<file path="src/rtl/arb_mux_n_pkg.sv">
// mux_pkg: shared width helpers and one-hot encoder for the arbitrating mux family
package mux_pkg;

    localparam int W_DEF = 32;

    function automatic int clog2(input int v);
        int r;
        r = 0;
        while ((1 << r) < v) r++;
        return r;
    endfunction

    function automatic int onehot_idx(input logic [63:0] oh);
        int r;
        r = 0;
        for (int i = 0; i < 64; i++) if (oh[i]) r = r | i;
        return r;
    endfunction

endpackage

</file>
<file path="src/rtl/arb_mux_n_if.sv">
// arb_mux_n_if: N producer valid/ready channels plus one registered consumer channel
interface arb_mux_n_if import mux_pkg::*; #(
    parameter int N = 4,
    parameter int W = W_DEF,
    localparam int SELW = clog2(N)
) ();
    logic [N-1:0]    in_valid;
    logic [N*W-1:0]  in_data;
    logic [N-1:0]    in_ready;
    logic            out_valid;
    logic [W-1:0]    out_data;
    logic [SELW-1:0] out_sel;
    logic            out_ready;

    modport master (
        output in_valid, in_data, out_ready,
        input  in_ready, out_valid, out_data, out_sel
    );

    modport slave (
        input  in_valid, in_data, out_ready,
        output in_ready, out_valid, out_data, out_sel
    );
endinterface

</file>
<file path="src/rtl/arb_mux_n_rr_arbiter.sv">
// rr_arbiter: round-robin grant over N requests; ARB_MUX_FIXED_PRIO_EN makes it a lowest-index priority encoder
module rr_arbiter import mux_pkg::*; #(
    parameter int N = 4,
    localparam int SELW = clog2(N)
) (
    input  logic            clk,
    input  logic            rst_n,
    input  logic [N-1:0]    req,
    input  logic            en,
    output logic [N-1:0]    gnt,
    output logic [SELW-1:0] gnt_idx
);
    logic [N-1:0] pick;
`ifdef ARB_MUX_FIXED_PRIO_EN
    logic unused;
    assign unused = clk ^ rst_n;
    assign pick = req;
`else
    logic [SELW-1:0] rr_ptr;
    logic [N-1:0]    hi;
    // requests at or above rr_ptr win first; otherwise wrap to the lowest request
    assign hi   = req & ~((N'(1) << rr_ptr) - N'(1));
    assign pick = |hi ? hi : req;
    always_ff @(posedge clk or negedge rst_n) begin
        if (!rst_n) rr_ptr <= '0;
        else if (|gnt) rr_ptr <= (gnt_idx == SELW'(N - 1)) ? '0 : gnt_idx + SELW'(1);
    end
`endif
    assign gnt     = en ? pick & (~pick + N'(1)) : '0;
    assign gnt_idx = SELW'(onehot_idx(64'(gnt)));
endmodule

</file>
<file path="src/rtl/arb_mux_n.sv">
// arb_mux_n: N-channel arbitrating mux with a one-deep registered output stage
// ARB_MUX_FIXED_PRIO_EN selects fixed lowest-index priority instead of round-robin
module arb_mux_n import mux_pkg::*; #(
    parameter int N = 4,
    parameter int W = W_DEF,
    localparam int SELW = clog2(N)
) (
    input logic        clk,
    input logic        rst_n,
    arb_mux_n_if.slave bus
);
    logic            ld;
    logic [N-1:0]    gnt;
    logic [SELW-1:0] gnt_idx;
    logic [W-1:0]    sel_data;
    // gating with rst_n keeps in_ready low while reset is held
    assign ld = rst_n && (!bus.out_valid || bus.out_ready);
    rr_arbiter #(.N(N)) u_arb (
        .clk     (clk),
        .rst_n   (rst_n),
        .req     (bus.in_valid),
        .en      (ld),
        .gnt     (gnt),
        .gnt_idx (gnt_idx)
    );
    assign bus.in_ready = gnt;
    always_comb begin
        sel_data = '0;
        for (int i = 0; i < N; i++) sel_data = sel_data | (bus.in_data[i*W +: W] & {W{gnt[i]}});
    end
    always_ff @(posedge clk or negedge rst_n) begin
        if (!rst_n) begin
            bus.out_valid <= 1'b0;
            bus.out_data  <= '0;
            bus.out_sel   <= '0;
        end else if (ld) begin
            bus.out_valid <= |gnt;
            if (|gnt) begin
                bus.out_data <= sel_data;
                bus.out_sel  <= gnt_idx;
            end
        end
    end
endmodule
</file>
<file path="src/flat_wrapper.sv">
// flat-port wrapper written by rule: the top's interface ports become plain ports
module arb_mux_n_flat import mux_pkg::*;
#(
    parameter int N = 4,
    parameter int W = W_DEF,
    localparam int SELW = clog2(N)
)
  (clk, rst_n, bus_in_valid, bus_in_data, bus_out_ready, bus_in_ready, bus_out_valid, bus_out_data, bus_out_sel);
  arb_mux_n_if #(.N(N), .W(W)) bus_i ();
  input logic clk;
  input logic rst_n;
  input wire logic [$bits(bus_i.in_valid)-1:0] bus_in_valid;
  input wire logic [$bits(bus_i.in_data)-1:0] bus_in_data;
  input wire logic [$bits(bus_i.out_ready)-1:0] bus_out_ready;
  output wire logic [$bits(bus_i.in_ready)-1:0] bus_in_ready;
  output wire logic [$bits(bus_i.out_valid)-1:0] bus_out_valid;
  output wire logic [$bits(bus_i.out_data)-1:0] bus_out_data;
  output wire logic [$bits(bus_i.out_sel)-1:0] bus_out_sel;
  assign bus_i.in_valid = bus_in_valid;
  assign bus_i.in_data = bus_in_data;
  assign bus_i.out_ready = bus_out_ready;
  assign bus_in_ready = bus_i.in_ready;
  assign bus_out_valid = bus_i.out_valid;
  assign bus_out_data = bus_i.out_data;
  assign bus_out_sel = bus_i.out_sel;
  arb_mux_n #(.N(N), .W(W)) u_core (.clk(clk), .rst_n(rst_n), .bus(bus_i));
endmodule
</file>
<file path="config.mk">
export PLATFORM = sky130hd
export DESIGN_NAME = arb_mux_n_flat
export DESIGN_NICKNAME = d
export VERILOG_FILES = /design/src/rtl/arb_mux_n_pkg.sv /design/src/rtl/arb_mux_n_if.sv /design/src/rtl/arb_mux_n_rr_arbiter.sv /design/src/rtl/arb_mux_n.sv /design/src/flat_wrapper.sv
export SDC_FILE = /design/constraint.sdc
export NUM_CORES = 1
export LEC_CHECK = 0
export BUFFER_PORTS_ARGS = -buffer_cell sky130_fd_sc_hd__buf_2
export CAP_MARGIN = 25
export CORE_UTILIZATION = 44
export DETAILED_ROUTE_END_ITERATION = 10
export MAX_ROUTING_LAYER = met4
export PLACE_DENSITY = 0.83
export REMOVE_ABC_BUFFERS = 1
export SLEW_MARGIN = 20
export SYNTH_ARGS = -nofsm -noshare
export SYNTH_HDL_FRONTEND = slang
export SYNTH_SLANG_ARGS = --single-unit
</file>
<file path="constraint.sdc">
create_clock -name clk -period 3.6 [get_ports clk]
set_input_delay 0 -clock clk [delete_from_list [all_inputs] [get_ports clk]]
set_output_delay 0 -clock clk [all_outputs]
set_load 0.05 [all_outputs]
</file>
== Word-level counts from Yosys, hierarchy flattened ==
Cells that the tools add are included.
Storage, ports and cells
  register bits: 37
  input port bits: 135
  logic and storage cells: 32
Cells by class
  add/subtract/negate cells: 3
  equality and inequality tests: 1
  shift-type cells: 1
  multiplexer cells: 6
  bitwise gates (word level): 11
  reduce and logical (&&, ||, !) cells: 6
Operators by type and width (count)
  32-bit bitwise AND: 4
  32-bit OR: 3
  4-bit bitwise AND: 2
  4-bit 2-to-1 mux: 2
  4-bit inverter: 2
  4-bit OR reduction: 2
  2-bit 2-to-1 mux: 3
  4-bit by 1-bit adder with 4-bit output (second input constant): 1
  1-bit by 2-bit left shift with 4-bit output (first input constant): 1
  4-bit by 1-bit subtractor with 4-bit output (second input constant): 1
  2-bit by 1-bit adder with 2-bit output (second input constant): 1
  2-bit == test (second input constant): 1
  2-bit AND reduction: 1
  1-bit logical AND: 1
  1-bit zero test: 1
  1-bit logical OR: 1
  1-bit 2-to-1 mux: 1

== Logic depth before layout (Yosys ltp) ==
  depth in word-level cells: 15
  mapped depth: 6

== Hierarchy ==
Synthesis repeated with hierarchy kept, for this count alone.
Unflattened totals
  cell total of the unflattened synthesis: 217
  area total of the unflattened synthesis: 2214.6 µm²
By module, submodules not included
  arb_mux_n: instances 1, cells each 189, area an instance 2005.7 µm²
  rr_arbiter: instances 1, cells each 28, area an instance 209.0 µm²

== Worst setup path before layout ==
Ideal clock, no wire load.
  path type: register to register
  start point: register u_core.u_arb.rr_ptr[1]
  end point: register u_core.u_arb.rr_ptr[0]
  data arrival time: 1.933 ns
  slack: 1.504 ns
  stages on the path, launching flop included: 6
  path buffers: 1
  clock period less this slack: 2.096 ns
  cell sequence: dfrtp_1 -> buf_2 -> and2_1 -> o311a_4 -> nor3_2 -> o31ai_1
Between the ends
  cells in the longest elaborated chain, start to end: 15
  elaborated cells on any way between the ends: 17
  those cells by class: 3 x add/sub; 1 x eq/ne; 1 x shift; 6 x mux; 4 x bitwise; 2 x reduce/logical
RTL lines
  from (decl): RTL line arb_mux_n_rr_arbiter.sv:19  | logic [SELW-1:0] rr_ptr;
  from (signal assigned): RTL line arb_mux_n_rr_arbiter.sv:26  | else if (|gnt) rr_ptr <= (gnt_idx == SELW'(N - 1)) ? '0 : gnt_idx + SELW'(1);
  1-bit by 2-bit left shift with 4-bit output *: RTL line arb_mux_n_rr_arbiter.sv:22  | assign hi = req & ~((N'(1) << rr_ptr) - N'(1));
  4-bit by 1-bit subtractor with 4-bit output *: RTL line arb_mux_n_rr_arbiter.sv:22
  4-bit inverter *: RTL line arb_mux_n_rr_arbiter.sv:22
  4-bit bitwise AND *: RTL line arb_mux_n_rr_arbiter.sv:22
  4-bit OR reduction: RTL line arb_mux_n_rr_arbiter.sv:23  | assign pick = |hi ? hi : req;
  4-bit 2-to-1 mux *: RTL line arb_mux_n_rr_arbiter.sv:23
  4-bit inverter: RTL line arb_mux_n_rr_arbiter.sv:29  | assign gnt = en ? pick & (~pick + N'(1)) : '0;
  4-bit by 1-bit adder with 4-bit output: RTL line arb_mux_n_rr_arbiter.sv:29
  4-bit bitwise AND *: RTL line arb_mux_n_rr_arbiter.sv:29
  4-bit 2-to-1 mux *: RTL line arb_mux_n_rr_arbiter.sv:29
  named net bus_in_ready[1]: RTL line flat_wrapper.sv:15  | output wire logic [$bits(bus_i.in_ready)-1:0] bus_in_ready;
  1-bit 2-to-1 mux: RTL line arb_mux_n_pkg.sv:16  | for (int i = 0; i < 64; i++) if (oh[i]) r = r | i;
  2-bit 2-to-1 mux (2 in series): RTL line arb_mux_n_pkg.sv:16
  2-bit by 1-bit adder with 2-bit output / 2-bit == test (equally long branches): RTL line arb_mux_n_rr_arbiter.sv:26
  2-bit 2-to-1 mux: RTL line arb_mux_n_rr_arbiter.sv:26
Mark *: on every way through the listed nets, which the timed path passes. The rest lies on a longest branch.
A chain may end at the register's enable or synchronous reset.

== Worst setup path after layout ==
  start point: register u_core.u_arb.rr_ptr[1]
  end point: output bus_in_ready[3]
Between the ends
  cells in the longest elaborated chain, start to end: 10
RTL lines (RTL line)
  1-bit by 2-bit left shift with 4-bit output *: arb_mux_n_rr_arbiter.sv:22
  4-bit by 1-bit subtractor with 4-bit output *: arb_mux_n_rr_arbiter.sv:22
  4-bit inverter *: arb_mux_n_rr_arbiter.sv:22
  4-bit bitwise AND *: arb_mux_n_rr_arbiter.sv:22
  4-bit OR reduction: arb_mux_n_rr_arbiter.sv:23
  4-bit 2-to-1 mux *: arb_mux_n_rr_arbiter.sv:23
  4-bit inverter: arb_mux_n_rr_arbiter.sv:29
  4-bit by 1-bit adder with 4-bit output: arb_mux_n_rr_arbiter.sv:29
  4-bit bitwise AND *: arb_mux_n_rr_arbiter.sv:29
  4-bit 2-to-1 mux *: arb_mux_n_rr_arbiter.sv:29
  to (decl): flat_wrapper.sv:15
Mark *: on every way between the ends. The rest lies on a longest branch, timed or not.

==> metrics <==
sequential-to-total area share from yosys stat=38.48%; Inserted Clock Buffers=5; Crit Path Category=reg2out; leakage power=1.825 nW; H-tree Lvls=2; WHS=0.001733 ns; Netlist cell types=32; clock transition at the registers of the reported paths=0.08 ns; layout cells sized above 1=between 40% and 50%; hold path depth=3; Post-Place Cells=482; Period minus WS final=around 2.4 ns; first-pass GRT wire length=roughly 14000 um; Hold Path Origin=bus_in_data[110]; final hold vios=0; CP bufs+invs=2; final HPWL from detailed placement=5611 um; CTS max path bufs=2; setup TNS=0 ns; worst skew pair latency=around 0.29 ns; Core ar.=between 5000 and 6000 um2; Combinational Power Share=54.9%; Gate Count Post-Synth=257; VDD IR max=between 0.3 and 0.4 mV; initial core utilization=46.52%; Sw Share=49.07%; worst hold path endpoint=u_core.bus.out_data[14]; post-cts resize count=0; max_cap viols=0; fin util=71.87%; Max stage delay on crit path=0.52 ns; vias=about 3000; vias in the first global route=3080; ANT cells=0; clk root buf=clkbuf_8; WP data arrival=between 2 and 2.5 ns; fin nets=588; Port Buffers=173; yosys warns=0; RR Startpoint=u_core.u_arb.rr_ptr[1]; Die Wd=75.95 um; max-slew violations=0; CP Cell Sequence=and2_1 > o311ai_4 > nand4_2 > inv_1 > buf_2; power share of the clock group=roughly 14%; Die ar.=approximately 5800 um2; Crit path max-delay family=simple AND/OR/NAND/NOR gates; Mean Syn Cell Area=9.362 um2; Power Dens Cells=531.5 nW/um2; total iterations of the first detailed-routing run=4; DIE HEIGHT=75.95 um; Tcrit/Tclk final=66.14%; Max-slew headroom=56.57%; internal power=1.006 mW; IO Count=around 170; Initial DRC Count=182; wire per inst=16.15 um; GRT Total Usage=30.72%; post-synthesis register bit count=37; initial antenna violation count=0; Req. time, crit path=~3.6 ns; endpoints failing setup=0; Critical Path Source Type=register; clk sinks=37; Layout area overhead=54.50%; Flop pwr share=30.7%; Achievable Freq=0.4200 GHz; Cell Rows=26; RSZ-0062 raised after global routing=false; net switching power=0.9696 mW; crit path launch=u_core.u_arb.rr_ptr[1]; total wire length=8464 um; setup slack, reg-to-reg=1.38 ns; antenna-violating nets left=0; gr ovfl total=0; Worst Clk Skew=roughly 0.011 ns; FF-to-FF path depth=5; critical path endpoint category=output port; DRC viols=0; Cell Area, Synth=2406 um2; via/cell ratio=5.618; CTS tree=built; Post-Layout Inst Area=3717 um2; Final GP Congestion=0.7805; DP Area=3279 um2; non-filler cells, final=524; Slew @ Worst Pin=approximately 0.65 ns; Worst Hold Class=in2reg; status=finished, final reports clean; crit path max fanout=17; critical path's slowest cell=nand4_2; pin count of the biggest net entering global routing=40; FF-to-FF End=u_core.bus.out_data[22]
layout by cell type, fill, tap and decap left out, types with 2 or more instances in the layout:
| master | count |
|---|---|
| a211o_1 | 2 |
| a221oi_1 | 32 |
| and2_1 | 3 |
| buf_2 | 173 |
| buf_4 | 6 |
| clkbuf_1 | 3 |
| clkbuf_8 | 5 |
| dfrtp_1 | 37 |
| dlygate4sd3_1 | 33 |
| inv_1 | 34 |
| nand2_1 | 5 |
| nand2b_1 | 2 |
| nand3_1 | 33 |
| nor2_1 | 34 |
| nor2b_1 | 3 |
| o221ai_1 | 12 |
| o221ai_2 | 20 |
cells by family (layout without fill, tap and decap cells):
logic type	Yosys count	after routing	share of synthesized area (%)
simple gates	85	85	16.85
compound gates	77	77	34.17
buf+inv	58	255	10.50
flops	37	37	38.48
worst max path at each step:
| stage | to | slack, ns | cells past startpoint |
|---|---|---|---|
| after global placement | u_core.bus.out_data[23] | 1.48 | 5 |
| after CTS | bus_in_ready[3] | 1.23 | 5 |
| final | bus_in_ready[3] | 1.22 | 5 |
| after floorplan | u_core.u_arb.rr_ptr[0] | 0.36 | 5 |
| after global routing | bus_in_ready[2] | 1.06 | 6 |
| after detailed placement | u_core.bus.out_data[26] | 1.39 | 5 |
cell usage after synthesis, drive strengths merged:
master,instances,area (um2)
nand4,1,12.51
inv,34,127.6
nand2b,2,12.51
a21boi,1,7.510
o311a,1,21.27
o2111a,1,11.26
nor2b,3,18.77
a211o,2,17.52
nor2,34,127.6
o311ai,1,26.28
nand3,33,165.2
o31ai,1,7.510
or4,1,7.510
o21bai,1,7.510
and2,3,18.77
o211a,1,10.01
a221oi,32,280.3
nand2,5,18.77
clkbuf,12,45.04
dfrtp,37,925.9
buf,12,80.07
o221ai,32,405.4
o31a,1,8.760
nand3b,1,7.510
and3,1,6.260
nor3,1,10.01
a21oi,2,13.76
o21ai,1,5.000
flip-flops by register name, indices dropped and copies added, names as in the netlist:
signal,cells
u_core.bus.out_data,32
u_core.u_arb.rr_ptr,2
u_core.bus.out_valid,1
u_core.bus.out_sel,2
stage by stage:
| stage | power [mW] | setup WS, ns |
|---|---|---|
| after floorplan | 1.345 | 0.3611 |
| after global placement | 1.627 | 1.475 |
| after detailed placement | 1.652 | 1.392 |
| after CTS | 1.959 | 1.228 |
| after global routing | 2.072 | 1.059 |
| final | 1.976 | 1.219 |
tightest hold or removal path, cell delays in order:
cell and delay, ns:
buf_2 0.09, inv_1 0.05, o221ai_2 0.10
metal layers:
metal / wire [um] / global-route usage [%] / up-vias
li1: - / - / 1364
met1: 3160 / 34.23 / 1392
met2: 4452 / 53.27 / 168
met3: 646 / 6.145 / 20
met4: 205 / 13.46 / 0
met5: 0 / - / -
power groups by stage:
| stage | Sequential (mW) | Combinational (mW) | Clock (mW) |
|---|---|---|---|
| final | 0.606 | 1.09 | 0.285 |
| after global routing | 0.623 | 1.14 | 0.305 |
| after CTS | 0.606 | 1.07 | 0.284 |
| after detailed placement | 0.613 | 1.04 | 0 |
| after global placement | 0.609 | 1.02 | 0 |
| after floorplan | 1.00 | 0.342 | 0 |
area by class of cell:
cell class / count / area, um2
Multi-Input combinational cell: 162 / 1227
Sequential cell: 37 / 925.9
Tap cell: 70 / 87.58
Fill cell: 415 / 1455
Timing Repair Buffer: 213 / 1269
Inverter: 34 / 127.6
Clock buffer: 8 / 80.08
timing repair:
item	CTS	global route
buffers inserted	0	0
hold buffers	33	0
hold endpoints to repair	69	0
(Power assumes the default switching activity.)
